`src/rtl/proc_pkg.sv`:
```
// Shared definitions for the decode/execute/writeback stages.
// Holds the opcode encodings, the instruction field bit positions,
// the default register-file geometry, and small opcode-classification
// helpers that report which operands an opcode reads.
package proc_pkg;

  localparam int NUM_REGS = 8;
  localparam int DATA_W   = 16;

  localparam logic [2:0] OP_ADD = 3'b000;
  localparam logic [2:0] OP_NOT = 3'b001;
  localparam logic [2:0] OP_NOP = 3'b010;

  // Instruction layout: [15:13] opcode, [12:10] dst, [9:7] src, [6:0] unused
  localparam int OPC_MSB = 15;
  localparam int OPC_LSB = 13;
  localparam int DST_MSB = 12;
  localparam int DST_LSB = 10;
  localparam int SRC_MSB = 9;
  localparam int SRC_LSB = 7;

  function automatic logic op_legal(input logic [2:0] op);
    return (op == OP_ADD) || (op == OP_NOT) || (op == OP_NOP);
  endfunction

  function automatic logic op_reads_src(input logic [2:0] op);
    return (op == OP_ADD);
  endfunction

  // Every opcode that reads dst also writes it back.
  function automatic logic op_uses_dst(input logic [2:0] op);
    return (op == OP_ADD) || (op == OP_NOT);
  endfunction

endpackage

```
`src/rtl/reg_file.sv`:
```
// Register file: NUM_REGS x DATA_W storage with two combinational read
// ports and one synchronous write port. Synchronous active-high reset
// clears every entry to zero.
// Ports:
//   clk, rst          clock and synchronous reset
//   we_i/waddr_i/wdata_i  write port
//   raddr_a_i/rdata_a_o   read port A (combinational)
//   raddr_b_i/rdata_b_o   read port B (combinational)
module reg_file #(
  parameter int NUM_REGS = 8,
  parameter int DATA_W   = 16
) (
  input  logic                        clk,
  input  logic                        rst,
  input  logic                        we_i,
  input  logic [$clog2(NUM_REGS)-1:0] waddr_i,
  input  logic [DATA_W-1:0]           wdata_i,
  input  logic [$clog2(NUM_REGS)-1:0] raddr_a_i,
  output logic [DATA_W-1:0]           rdata_a_o,
  input  logic [$clog2(NUM_REGS)-1:0] raddr_b_i,
  output logic [DATA_W-1:0]           rdata_b_o
);

  logic [DATA_W-1:0] mem_q [NUM_REGS];

  always_ff @(posedge clk) begin
    if (rst) begin
      for (int i = 0; i < NUM_REGS; i++) mem_q[i] <= '0;
    end else if (we_i) begin
      mem_q[waddr_i] <= wdata_i;
    end
  end

  assign rdata_a_o = mem_q[raddr_a_i];
  assign rdata_b_o = mem_q[raddr_b_i];

endmodule

```
`src/rtl/operand_fetch.sv`:
```
// Decode and operand-fetch stage feeding the ALU execute stage.
// Accepts instructions over a valid/ready handshake, reads operands from
// the register file (with same-cycle writeback bypass), tracks in-flight
// destinations in a busy scoreboard and stalls on hazards. The execute
// bundle is registered and held while execute back-pressures.
// Ports:
//   clk, rst                         clock, synchronous active-high reset
//   instr_valid/instr_ready/instr    upstream instruction handshake
//   wb_en/wb_addr/wb_data            writeback from the stage after execute
//   ex_valid/ex_ready                execute handshake
//   ex_operation/ex_src/ex_dst/ex_dst_addr/ex_illegal  execute bundle
//   stall_count                      cycles with instr_valid && !instr_ready
module operand_fetch #(
  parameter int NUM_REGS = proc_pkg::NUM_REGS,
  parameter int DATA_W   = proc_pkg::DATA_W
) (
  input  logic                        clk,
  input  logic                        rst,
  input  logic                        instr_valid,
  output logic                        instr_ready,
  input  logic [DATA_W-1:0]           instr,
  input  logic                        wb_en,
  input  logic [$clog2(NUM_REGS)-1:0] wb_addr,
  input  logic [DATA_W-1:0]           wb_data,
  output logic                        ex_valid,
  input  logic                        ex_ready,
  output logic [2:0]                  ex_operation,
  output logic [DATA_W-1:0]           ex_src,
  output logic [DATA_W-1:0]           ex_dst,
  output logic [$clog2(NUM_REGS)-1:0] ex_dst_addr,
  output logic                        ex_illegal,
  output logic [15:0]                 stall_count
);
  import proc_pkg::*;

  localparam int AW = $clog2(NUM_REGS);

  logic [2:0]          opc;
  logic [AW-1:0]       dst_a, src_a;
  logic                rd_src, use_dst, legal;
  logic                src_wb_hit, dst_wb_hit, hazard, accept;
  logic [DATA_W-1:0]   rf_src, rf_dst, src_val, dst_val;

  logic [NUM_REGS-1:0] busy_q, busy_d;
  logic [15:0]         stall_q;
  logic                ex_valid_q, ex_illegal_q;
  logic [2:0]          ex_op_q;
  logic [DATA_W-1:0]   ex_src_q, ex_dst_q;
  logic [AW-1:0]       ex_dst_addr_q;

  assign opc     = instr[OPC_MSB:OPC_LSB];
  assign dst_a   = instr[DST_MSB:DST_LSB];
  assign src_a   = instr[SRC_MSB:SRC_LSB];
  assign legal   = op_legal(opc);
  assign rd_src  = op_reads_src(opc);
  assign use_dst = op_uses_dst(opc);

  reg_file #(.NUM_REGS(NUM_REGS), .DATA_W(DATA_W)) u_rf (
    .clk       (clk),
    .rst       (rst),
    .we_i      (wb_en),
    .waddr_i   (wb_addr),
    .wdata_i   (wb_data),
    .raddr_a_i (src_a),
    .rdata_a_o (rf_src),
    .raddr_b_i (dst_a),
    .rdata_b_o (rf_dst)
  );

  // A writeback landing this cycle both bypasses the operand and resolves
  // the hazard on that register.
  assign src_wb_hit = wb_en && (wb_addr == src_a);
  assign dst_wb_hit = wb_en && (wb_addr == dst_a);

  assign hazard = (rd_src  && busy_q[src_a] && !src_wb_hit) ||
                  (use_dst && busy_q[dst_a] && !dst_wb_hit);

  assign instr_ready = (!ex_valid_q || ex_ready) && !hazard;
  assign accept      = instr_valid && instr_ready;

  assign src_val = !rd_src  ? '0 : (src_wb_hit ? wb_data : rf_src);
  assign dst_val = !use_dst ? '0 : (dst_wb_hit ? wb_data : rf_dst);

  // Clear before set so a same-cycle set on the same register wins.
  always_comb begin
    busy_d = busy_q;
    if (wb_en) busy_d[wb_addr] = 1'b0;
    if (accept && use_dst) busy_d[dst_a] = 1'b1;
  end

  always_ff @(posedge clk) begin
    if (rst) begin
      busy_q        <= '0;
      stall_q       <= '0;
      ex_valid_q    <= 1'b0;
      ex_op_q       <= '0;
      ex_src_q      <= '0;
      ex_dst_q      <= '0;
      ex_dst_addr_q <= '0;
      ex_illegal_q  <= 1'b0;
    end else begin
      busy_q <= busy_d;
      if (instr_valid && !instr_ready) stall_q <= stall_q + 16'd1;
      if (accept) begin
        ex_valid_q    <= 1'b1;
        ex_op_q       <= legal ? opc : OP_NOP;
        ex_src_q      <= src_val;
        ex_dst_q      <= dst_val;
        ex_dst_addr_q <= use_dst ? dst_a : '0;
        ex_illegal_q  <= !legal;
      end else if (ex_valid_q && ex_ready) begin
        ex_valid_q <= 1'b0;
      end
    end
  end

  assign ex_valid     = ex_valid_q;
  assign ex_operation = ex_op_q;
  assign ex_src       = ex_src_q;
  assign ex_dst       = ex_dst_q;
  assign ex_dst_addr  = ex_dst_addr_q;
  assign ex_illegal   = ex_illegal_q;
  assign stall_count  = stall_q;

endmodule

```
`config.mk`:
```
export PLATFORM = sky130hd
export DESIGN_NAME = operand_fetch
export DESIGN_NICKNAME = d
export VERILOG_FILES = /design/src/rtl/proc_pkg.sv /design/src/rtl/reg_file.sv /design/src/rtl/operand_fetch.sv
export SDC_FILE = /design/constraint.sdc
export NUM_CORES = 1
export LEC_CHECK = 0
export BUFFER_PORTS_ARGS = -buffer_cell sky130_fd_sc_hd__buf_2
export CORE_ASPECT_RATIO = 0.9
export CORE_MARGIN = 2
export CORE_UTILIZATION = 54
export DETAILED_ROUTE_END_ITERATION = 8
export PLACE_DENSITY_LB_ADDON = 0.15
export SYNTH_ARGS = -nofsm -noshare
export SYNTH_HDL_FRONTEND = slang
export SYNTH_SLANG_ARGS = --single-unit
export TNS_END_PERCENT = 1
```
`constraint.sdc`:
```
create_clock -name clk -period 2.05 [get_ports clk]
set_clock_uncertainty 0.05 [all_clocks]
set_input_delay 0.1025 -clock clk [delete_from_list [all_inputs] [get_ports clk]]
set_output_delay 0.1025 -clock clk [all_outputs]
set_load 0.005 [all_outputs]
```
==> results of run 1 <==
per-stage QoR:
stage | instance area, sq um | std cells | util | total power (W) | TNS, ns
finish | 12200 | 1242 | 0.643 | 0.00887 | -1.02
global route | 12200 | 1241 | 0.643 | 0.00915 | -2.28
floorplan | 10400 | 852 | - | 0.00521 | 0
detailed placement | 11500 | 1202 | 0.606 | 0.00565 | -1.62
global placement | 11500 | 1202 | 0.606 | 0.00560 | -0.159
CTS | 12200 | 1241 | 0.642 | 0.00887 | -0.936
flip-flops by register name (all words and copies together), names as in the netlist:
signal        cells
u_rf.mem_q      128
ex_valid          1
stall_count      16
ex_illegal        1
ex_dst_addr       3
ex_operation      3
ex_dst           16
ex_src           16
busy_q            8
final cells by class:
class                      instances  share of cell area
sequential                       192               0.419
multi-input combinational        585               0.406
timing repair buffer             169              0.0976
clock buffer                      20              0.0382
tap                              250              0.0256
clock inverter                    12             0.00900
inverter                          13             0.00399
antenna                            1            0.000204
Yosys cell counts (11+ instances only):
master / n / area [sq um]
mux2i_1: 68 / 681
o22ai_1: 13 / 81.3
clkbuf_1: 31 / 116
nor2b_1: 32 / 200
mux4_2: 54 / 1220
a21oi_1: 14 / 70.1
inv_1: 12 / 45.0
dfxtp_1: 64 / 1280
nand3_1: 11 / 55.1
o211ai_1: 23 / 173
edfxtp_1: 128 / 3840
buf_2: 22 / 110
and2_1: 132 / 826
nor2_1: 40 / 150
nand2b_1: 34 / 213
nand2_1: 45 / 169
mux2_1: 13 / 146
routing by layer:
metal,global-route usage,share of wire,up-vias
met5,0,0,-
met4,0.0671,0.017,0
met3,0.0684,0.077,36
met2,0.482,0.50,326
met1,0.389,0.41,3710
li1,-,-,3414
worst max-delay path, stage by stage (launching register included):
cell	delay, ns
dfxtp_2	0.33
mux4_2	0.45
mux2_4	0.30
buf_4	0.14
a32oi_4	0.19
buf_12	0.18
a211oi_1	0.09
mux2_1	0.31
power by group through the flow:
stage | Clock, W | Combinational (W) | Sequential (W)
after detailed placement | 0 | 0.00113 | 0.00451
final | 0.00327 | 0.00116 | 0.00443
after CTS | 0.00329 | 0.00115 | 0.00443
after global routing | 0.00346 | 0.00124 | 0.00445
after floorplan | 0 | 0.000735 | 0.00448
after global placement | 0 | 0.00111 | 0.00450
timing repair:
item	in CTS	in global routing
setup endpoints to repair	7	54
gates resized for setup	14	7
hold buffers	2	0
pin swaps	2	2
endpoints found under the hold margin	2	0
buffers inserted	5	0
how the worst max path moves through the flow:
stage,cells past startpoint,startpoint,endpoint,slack (ns)
CTS,7,busy_q[2],stall_count[15],-0.10
finish,7,busy_q[2],stall_count[15],-0.1
global placement,7,instr[10],stall_count[14],-0.03
detailed placement,8,instr[8],ex_dst[3],-0.07
global route,7,busy_q[6],stall_count[15],-0.17
floorplan,6,busy_q[7],stall_count[12],0.06
cell families after synthesis:
kind of cell	share of synthesized area
and+or+nand+nor	0.176
DFF	0.493
muxes	0.213
AOI/OAI and AO/OA	0.0787
buffers and inverters	0.0333
xor gates and xnor gates	0.00505
adders and majority gates	0.00120
==> metrics.txt, run 1 <==
FF-to-FF Start busy_q[2]; Die Y 136 um; Max-Cap Viols 0; Via Count 7486; R2R setup slack -0.1 ns; maximum fanout along the worst path 13; layout cell share with drive strength beyond 1 0.302; DR iter-0 viols 865; fmax 465 MHz; #FFs+latches synth 192; syn_area_per_cell 12.2 sq um; clk_lat worst skew 0.43 ns; Routed Wire Length 28400 um; crit share post-route 1.05; ANT nets after route 0; WL/cell 22.9 um; Worst VDD drop 0.000593 V; Slew headroom 0.667; failing checks negative setup slack; EDFF count, synth 128; Worst Setup Path Type reg -> reg; remaining global-route overflow 0; Arrival @ worst endpoint 2.43 ns; FP Rows 48; Initial DRT Pass Iterations 5; worst setup margin -0.0993 ns; critical path endpoint category flip-flop; Ys Warns 0; mapped cell area 10400 sq um; area delta synth->final 17.7%; effective utilization at floorplan 0.546; commonest non-fill, non-tap cells in the layout and2_1, edfxtp_1, buf_2; Post-Syn Instances 852; Synth Net Count 893; unrepaired setup endpoints after global routing yes; Hold Path Class in -> reg; initial antenna violation count 1; pin slew with the least headroom to its limit 0.498 ns; power per cell area 724 nW/um^2; deepest clock path buffer count 2; nets 1019; final setup violating endpoints 20; most used flip-flop cell after synthesis edfxtp_1; Slew Limit Fails 0; sequential cell area 5130 sq um; Leak 4.83 nW; GP Congestion 0.871; Root Buffer clkbuf_16; post-DR vias/cell 6.03; I/O Buffers 89; sink of the worst hold path u_rf.mem_q[0][2]; pre-CTS setup slack -0.0729 ns; outcome complete, but fails checks; number of global-route vias before repair 7379; largest net degree at the start of global routing 42; Num CTS Buffers 17; CTS tree built; Residual DRC 0; Seq pwr share 0.500; H-tree depth 4; full die area 20400 sq um; CP Data Required Time 2.33 ns; cell depth of the worst flop-to-flop path 7; first-pass GRT wire length 43400 um; post-layout min period 2.15 ns; r2r endpoint stall_count[15]; post-synthesis cell type count 56; DP HPWL 18900 um; Reg clk slew, reported paths 0.07 ns; Fillers 1483; Critical Path Source Type flip-flop; most common cell after layout, fill and taps aside and2_1; Ports 97; P_int 0.00665 W; area of the multi-input gates 4970 sq um; Seq/Total Area, Yosys 0.493; ys async rst share 0; Hold Crit Depth 2; Sw Pwr 0.00222 W; hold_sp wb_data[2]; Final Hold Viols 0; Gate power share 0.131; Chip Width 150 um; clk sinks 192; Hold Worst Slack 0.0183 ns; switching share of power 0.250; GRT Overall Usage 0.290; Std-Cell Core Area 19000 sq um; Clk pwr share 0.369
(Power assumes the default switching activity.)
==> run 2, diff against run 1 <==
--- a/config.mk
+++ b/config.mk
@@ -10,6 +10,7 @@
 export CORE_MARGIN = 2
 export CORE_UTILIZATION = 54
 export DETAILED_ROUTE_END_ITERATION = 8
+export HOLD_SLACK_MARGIN = 0.03
 export PLACE_DENSITY_LB_ADDON = 0.15
 export SYNTH_ARGS = -nofsm -noshare
 export SYNTH_HDL_FRONTEND = slang
==> run 2 against run 1 <==
Effect of this change:
- the run still ends with negative setup slack left
- first-iteration DRC count rose by 0.12%
- combinational power barely moved
- fmax barely moved
- critical path depth did not move
- highest routed layer unchanged
==> metrics.txt, run 2 (synthesized netlist as in run 1, its figures left out) <==
maximum fanout along the worst path 13 (unchanged); Initial DRT Pass Iterations 6 (+1); FP Rows 48 (unchanged); Clk pwr share 0.369 (about the same); GP Congestion 0.871 (unchanged); effective utilization at floorplan 0.546 (unchanged); outcome complete, but fails checks; clk sinks 192 (unchanged); Worst VDD drop 0.000598 V (+0.83%); Slew Limit Fails 0 (unchanged); Hold Path Class in -> reg; largest net degree at the start of global routing 42 (unchanged); Reg clk slew, reported paths 0.07 ns (about the same); Seq pwr share 0.499 (about the same); initial antenna violation count 0 (-1); GRT Overall Usage 0.290 (+0.000438); switching share of power 0.250 (about the same); remaining global-route overflow 0 (unchanged); Critical Path Source Type flip-flop; post-layout min period 2.15 ns (+0.000786 ns); Routed Wire Length 28500 um (+0.17%); unrepaired setup endpoints after global routing yes; I/O Buffers 89 (unchanged); setup_tns -1.08 ns (-0.0554 ns); max reg flops 128 (unchanged); Sw Pwr 0.00223 W (+0.35%); nets 1031 (+1.2%); layout cell share with drive strength beyond 1 0.298 (-0.00361); Chip Width 150 um (unchanged); power per cell area 719 nW/um^2 (-0.72%); pin slew with the least headroom to its limit 0.532 ns (+0.0339 ns); final setup violating endpoints 20 (unchanged); P_int 0.00667 W (+0.25%); area delta synth->final 18.9%; Fillers 1467 (-1.1%); CP Data Required Time 2.33 ns (about the same); Worst Setup Path Type reg -> reg; Via Count 7536 (+0.67%); Die Y 136 um (unchanged); Biggest register u_rf.mem_q; first-pass GRT wire length 43500 um (+0.22%); Final Hold Viols 0 (unchanged); pre-CTS setup slack -0.0729 ns (unchanged); DR iter-0 viols 866 (+0.12%); DP HPWL 18900 um (unchanged); ANT nets after route 0 (unchanged); Cell Count, Final, Fillers Out 1253 (+0.89%); Antenna Diode Count 0 (-1); Slew headroom 0.644 (-0.0227); Std-Cell Core Area 19000 sq um (unchanged); deepest clock path buffer count 2 (unchanged); critical path endpoint category flip-flop; placed cells 1202 (unchanged); Ports 97 (unchanged); full die area 20400 sq um (unchanged); failing checks negative setup slack; Arrival @ worst endpoint 2.43 ns (about the same); Max-Cap Viols 0 (unchanged); worst-path cell chain mux4_2 -> mux2_4 -> buf_4 -> a32oi_4 -> buf_12 -> a211oi_1 -> mux2_1; clk_lat worst skew 0.44 ns (about the same); H-tree depth 4 (unchanged); commonest non-fill, non-tap cells in the layout and2_1, edfxtp_1, buf_2; slowest CP cell mux4_2; CTS tree built; most common cell after layout, fill and taps aside and2_1; fmax 465 MHz (about the same); number of global-route vias before repair 7407 (+0.38%); Root Buffer clkbuf_16; crit share post-route 1.05 (about the same); CP peak stage delay 0.45 ns (about the same); Leak 4.88 nW (+1.1%); Num CTS Buffers 17 (unchanged); Gate power share 0.133 (+0.002); Residual DRC 0 (unchanged); post-DR vias/cell 6.01 (-0.22%); WL/cell 22.7 um (-0.71%); worst setup margin -0.100 ns (-0.000786 ns)
run 2: cell types whose count changed in the layout (fill, tap and decap cells not counted), sizes merged:
cell,before,now
diode,1,0
dlygate4sd3,2,14
run 2: stage by stage:
stage,utilization,instance area (sq um),hold WS [ns],total power [W]
3_5_place_dp,0.606,11500,0.401,0.00565
6_report,0.649,12400,0.0402,0.00889
2_1_floorplan,-,10400,0.191,0.00521
3_3_place_gp,0.606,11500,0.387,0.00560
5_1_grt,0.649,12400,0.0385,0.00917
4_1_cts,0.648,12300,0.0358,0.00889
run 2: final timing paths:
check,start,endpoint,slack (ns),depth (start not counted)
max,busy_q[2],stall_count[15],-0.10,7
min,wb_data[10],u_rf.mem_q[3][10],0.04,2
max reg2reg,busy_q[2],stall_count[15],-0.10,7
min reg2reg,ex_operation[2],ex_operation[2],0.42,1
run 2: timing repair:
action | CTS | global route
hold endpoints to repair | 59 | 0
pin swaps | 2 | 2
endpoints found under the setup margin | 7 | 54
setup buffers | 5 | 0
hold buffers | 14 | 0
gates resized for setup | 14 | 8
run 2: metal layers:
metal  wire (um)  global-route usage
met5           0                   0
met4         447              0.0655
met3        2290              0.0670
met2       14100               0.483
met1       11600               0.390
run 2: cell type report:
type | count | area [sq um] | area share
multi-input cells | 585 | 4970 | 0.402
flip-flops and latches | 192 | 5130 | 0.415
clock inverters | 12 | 110 | 0.00891
repair buffers | 181 | 1320 | 0.107
well taps | 250 | 313 | 0.0253
inverters | 13 | 48.8 | 0.00395
clock buffers | 20 | 468 | 0.0379
run 2: worst max-delay path, delay by kind of cell (launching register included):
| kind | cells | cell delay, ns |
|---|---|---|
| flops | 1 | 0.33 |
| mux | 3 | 1.06 |
| compound gates | 2 | 0.28 |
| buf+inv | 2 | 0.32 |
run 2: power by group through the flow:
| stage | Sequential, W | Combinational [W] | Clock [W] |
|---|---|---|---|
| after floorplan | 0.00448 | 0.000735 | 0 |
| after detailed placement | 0.00451 | 0.00113 | 0 |
| after global placement | 0.00450 | 0.00111 | 0 |
| after global routing | 0.00445 | 0.00126 | 0.00346 |
| final | 0.00443 | 0.00118 | 0.00328 |
| after CTS | 0.00443 | 0.00117 | 0.00329 |
==> run 3, diff against run 2 <==
==> constraint.sdc (replaced) <==
create_clock -name clk -period 1.9 [get_ports clk]
set_clock_uncertainty 0.05 [all_clocks]
set_input_delay 0.095 -clock clk [delete_from_list [all_inputs] [get_ports clk]]
set_output_delay 0.095 -clock clk [all_outputs]
set_load 0.005 [all_outputs]
==> run 3 against run 2 <==
Effect of this change:
- the run still ends with negative setup slack left
- flip-flop and latch count stayed put
- register-to-register slack worse by 0.16 ns
- worst hold slack better by 0.0090 ns
- global-route usage is 0.24 points higher
- design area is 1.9% higher
- sequential share of layout area is 0.81 points lower
- clock power is 8.5% higher
- non-clock buffer count is 18 higher
- utilization is 1.3 points higher
- sequential power is 7.9% higher
- largest power group unchanged
==> metrics.txt, run 3 (synthesized netlist as in run 1, its figures left out) <==
commonest non-fill, non-tap cells in the layout and2_1, edfxtp_1, buf_2; crit share post-route 1.14 (+0.0869); I/O Buffers 89 (unchanged); unrepaired setup endpoints after global routing yes; first-pass GRT wire length 43600 um (about the same); Antenna Diode Count 0 (unchanged); failing checks negative setup slack; layout cell share with drive strength beyond 1 0.308 (+0.00944); most common cell after layout, fill and taps aside and2_1; Hold Path Class in -> reg; Reg clk slew, reported paths 0.08 ns (about the same); critical path endpoint category flip-flop; Root Buffer clkbuf_16; final setup violating endpoints 63 (+220%); GRT Overall Usage 0.293 (+0.00235); Residual DRC 0 (unchanged); setup_tns -7.20 ns (-6.13 ns); Hold Worst Slack 0.0492 ns (+0.00899 ns); H-tree depth 4 (unchanged); Slew Limit Fails 0 (unchanged); remaining global-route overflow 0 (unchanged); WP buf/inv 2 (unchanged); worst-path cell chain mux4_2 -> mux2_4 -> buf_6 -> a32oi_4 -> buf_12 -> a211oi_1 -> mux2_1; fmax 463 MHz (-0.36%); slowest CP cell mux4_2; Crit path max-delay family multiplexers; Chip Width 150 um (unchanged); clk sinks 192 (unchanged); Worst Setup Path Type reg -> reg; DR iter-0 viols 735 (-15%); clk_lat worst skew 0.44 ns (about the same); CP peak stage delay 0.45 ns (about the same); WL/cell 22.8 um (+0.27%); initial antenna violation count 0 (unchanged); worst setup margin -0.258 ns (-0.158 ns); Ports 97 (unchanged); power per cell area 768 nW/um^2 (+6.8%); effective utilization at floorplan 0.546 (unchanged); Worst VDD drop 0.000612 V (+2.3%); Slew headroom 0.636 (-0.00786); area delta synth->final 21.2%; GP Congestion 0.934 (+7.3%); Via Count 7595 (+0.78%); largest net degree at the start of global routing 43 (+2.4%); Critical Path Source Type flip-flop; R2R setup slack -0.26 ns (-0.16 ns); Biggest register u_rf.mem_q; deepest clock path buffer count 2 (unchanged); full die area 20400 sq um (unchanged); nets 1049 (+1.7%); maximum fanout along the worst path 14 (+1); post-layout min period 2.16 ns (+0.00771 ns); Max-Cap Viols 0 (unchanged); outcome complete, but fails checks; Routed Wire Length 29000 um (+1.7%); CTS tree built; Initial DRT Pass Iterations 5 (-1); Leak 5.02 nW (+2.8%); number of global-route vias before repair 7522 (+1.6%); FP Rows 48 (unchanged); post-DR vias/cell 5.98 (-0.64%); max reg flops 128 (unchanged); Final Hold Viols 0 (unchanged); Arrival @ worst endpoint 2.43 ns (about the same); ANT nets after route 0 (unchanged); Std-Cell Core Area 19000 sq um (unchanged); DP HPWL 19500 um (+2.9%); pre-CTS setup slack -0.188 ns (-0.115 ns); Num CTS Buffers 17 (unchanged); pin slew with the least headroom to its limit 0.543 ns (+0.0117 ns); Die Y 136 um (unchanged); CP Data Required Time 2.18 ns (-0.15 ns)
[run 3: changes by cell type in the layout (fill, tap and decap cells not counted), moves of 2 or more]
| cell | delta |
|---|---|
| nand3_2 | -2 |
| dfxtp_2 | -2 |
| inv_6 | +2 |
| o22ai_2 | +2 |
| buf_12 | +7 |
| clkinvlp_4 | -4 |
| buf_4 | +9 |
| o22ai_1 | -2 |
| dfxtp_1 | +2 |
| clkinvlp_2 | +2 |
| buf_6 | +3 |
[run 3: through the flow]
step / power (W) / cell area, sq um / std cells / util
2_1_floorplan: 0.00563 / 10400 / 852 / -
3_3_place_gp: 0.00610 / 11800 / 1221 / 0.618
3_5_place_dp: 0.00615 / 11800 / 1221 / 0.618
4_1_cts: 0.00967 / 12500 / 1268 / 0.659
5_1_grt: 0.00999 / 12600 / 1271 / 0.662
6_report: 0.00968 / 12600 / 1271 / 0.662
[run 3: worst paths after layout]
| check | cells after the start | end | startpoint |
|---|---|---|---|
| worst min-delay path | 2 | u_rf.mem_q[1][9] | wb_data[9] |
| worst max-delay path | 7 | stall_count[14] | busy_q[0] |
| worst max register to register | 7 | stall_count[14] | busy_q[0] |
| worst min register to register | 1 | ex_operation[2] | ex_operation[2] |
[run 3: where the power goes]
part	leakage [nW]	switching, W	internal, W	total (W)
logic	2.99	0.000690	0.000649	0.00134
registers	1.76	0.000115	0.00467	0.00478
clock network	0.270	0.00162	0.00194	0.00356
total	5.02	0.00242	0.00726	0.00968
[run 3: per-layer routing]
metal,global-route usage,up-vias,share of wire
met3,0.0586,50,0.088
li1,-,3450,-
met1,0.393,3715,0.40
met2,0.470,380,0.48
met5,0,-,0
met4,0.114,0,0.030
[run 3: layout make-up]
class	instances	area (sq um)
Fill cell	1404	6440
Sequential cell	192	5130
Multi-Input combinational cell	585	4990
Timing Repair Buffer	199	1550
Clock buffer	19	433
Tap cell	250	313
Clock inverter	13	139
Inverter	13	48.8
[run 3: timing repair]
item                                    CTS  global route
endpoints found under the setup margin   60            64
endpoints found under the hold margin    90             0
buffers inserted                          2             3
pin swaps                                 5             5
resized for setup                        15             9
hold buffers                             13             0
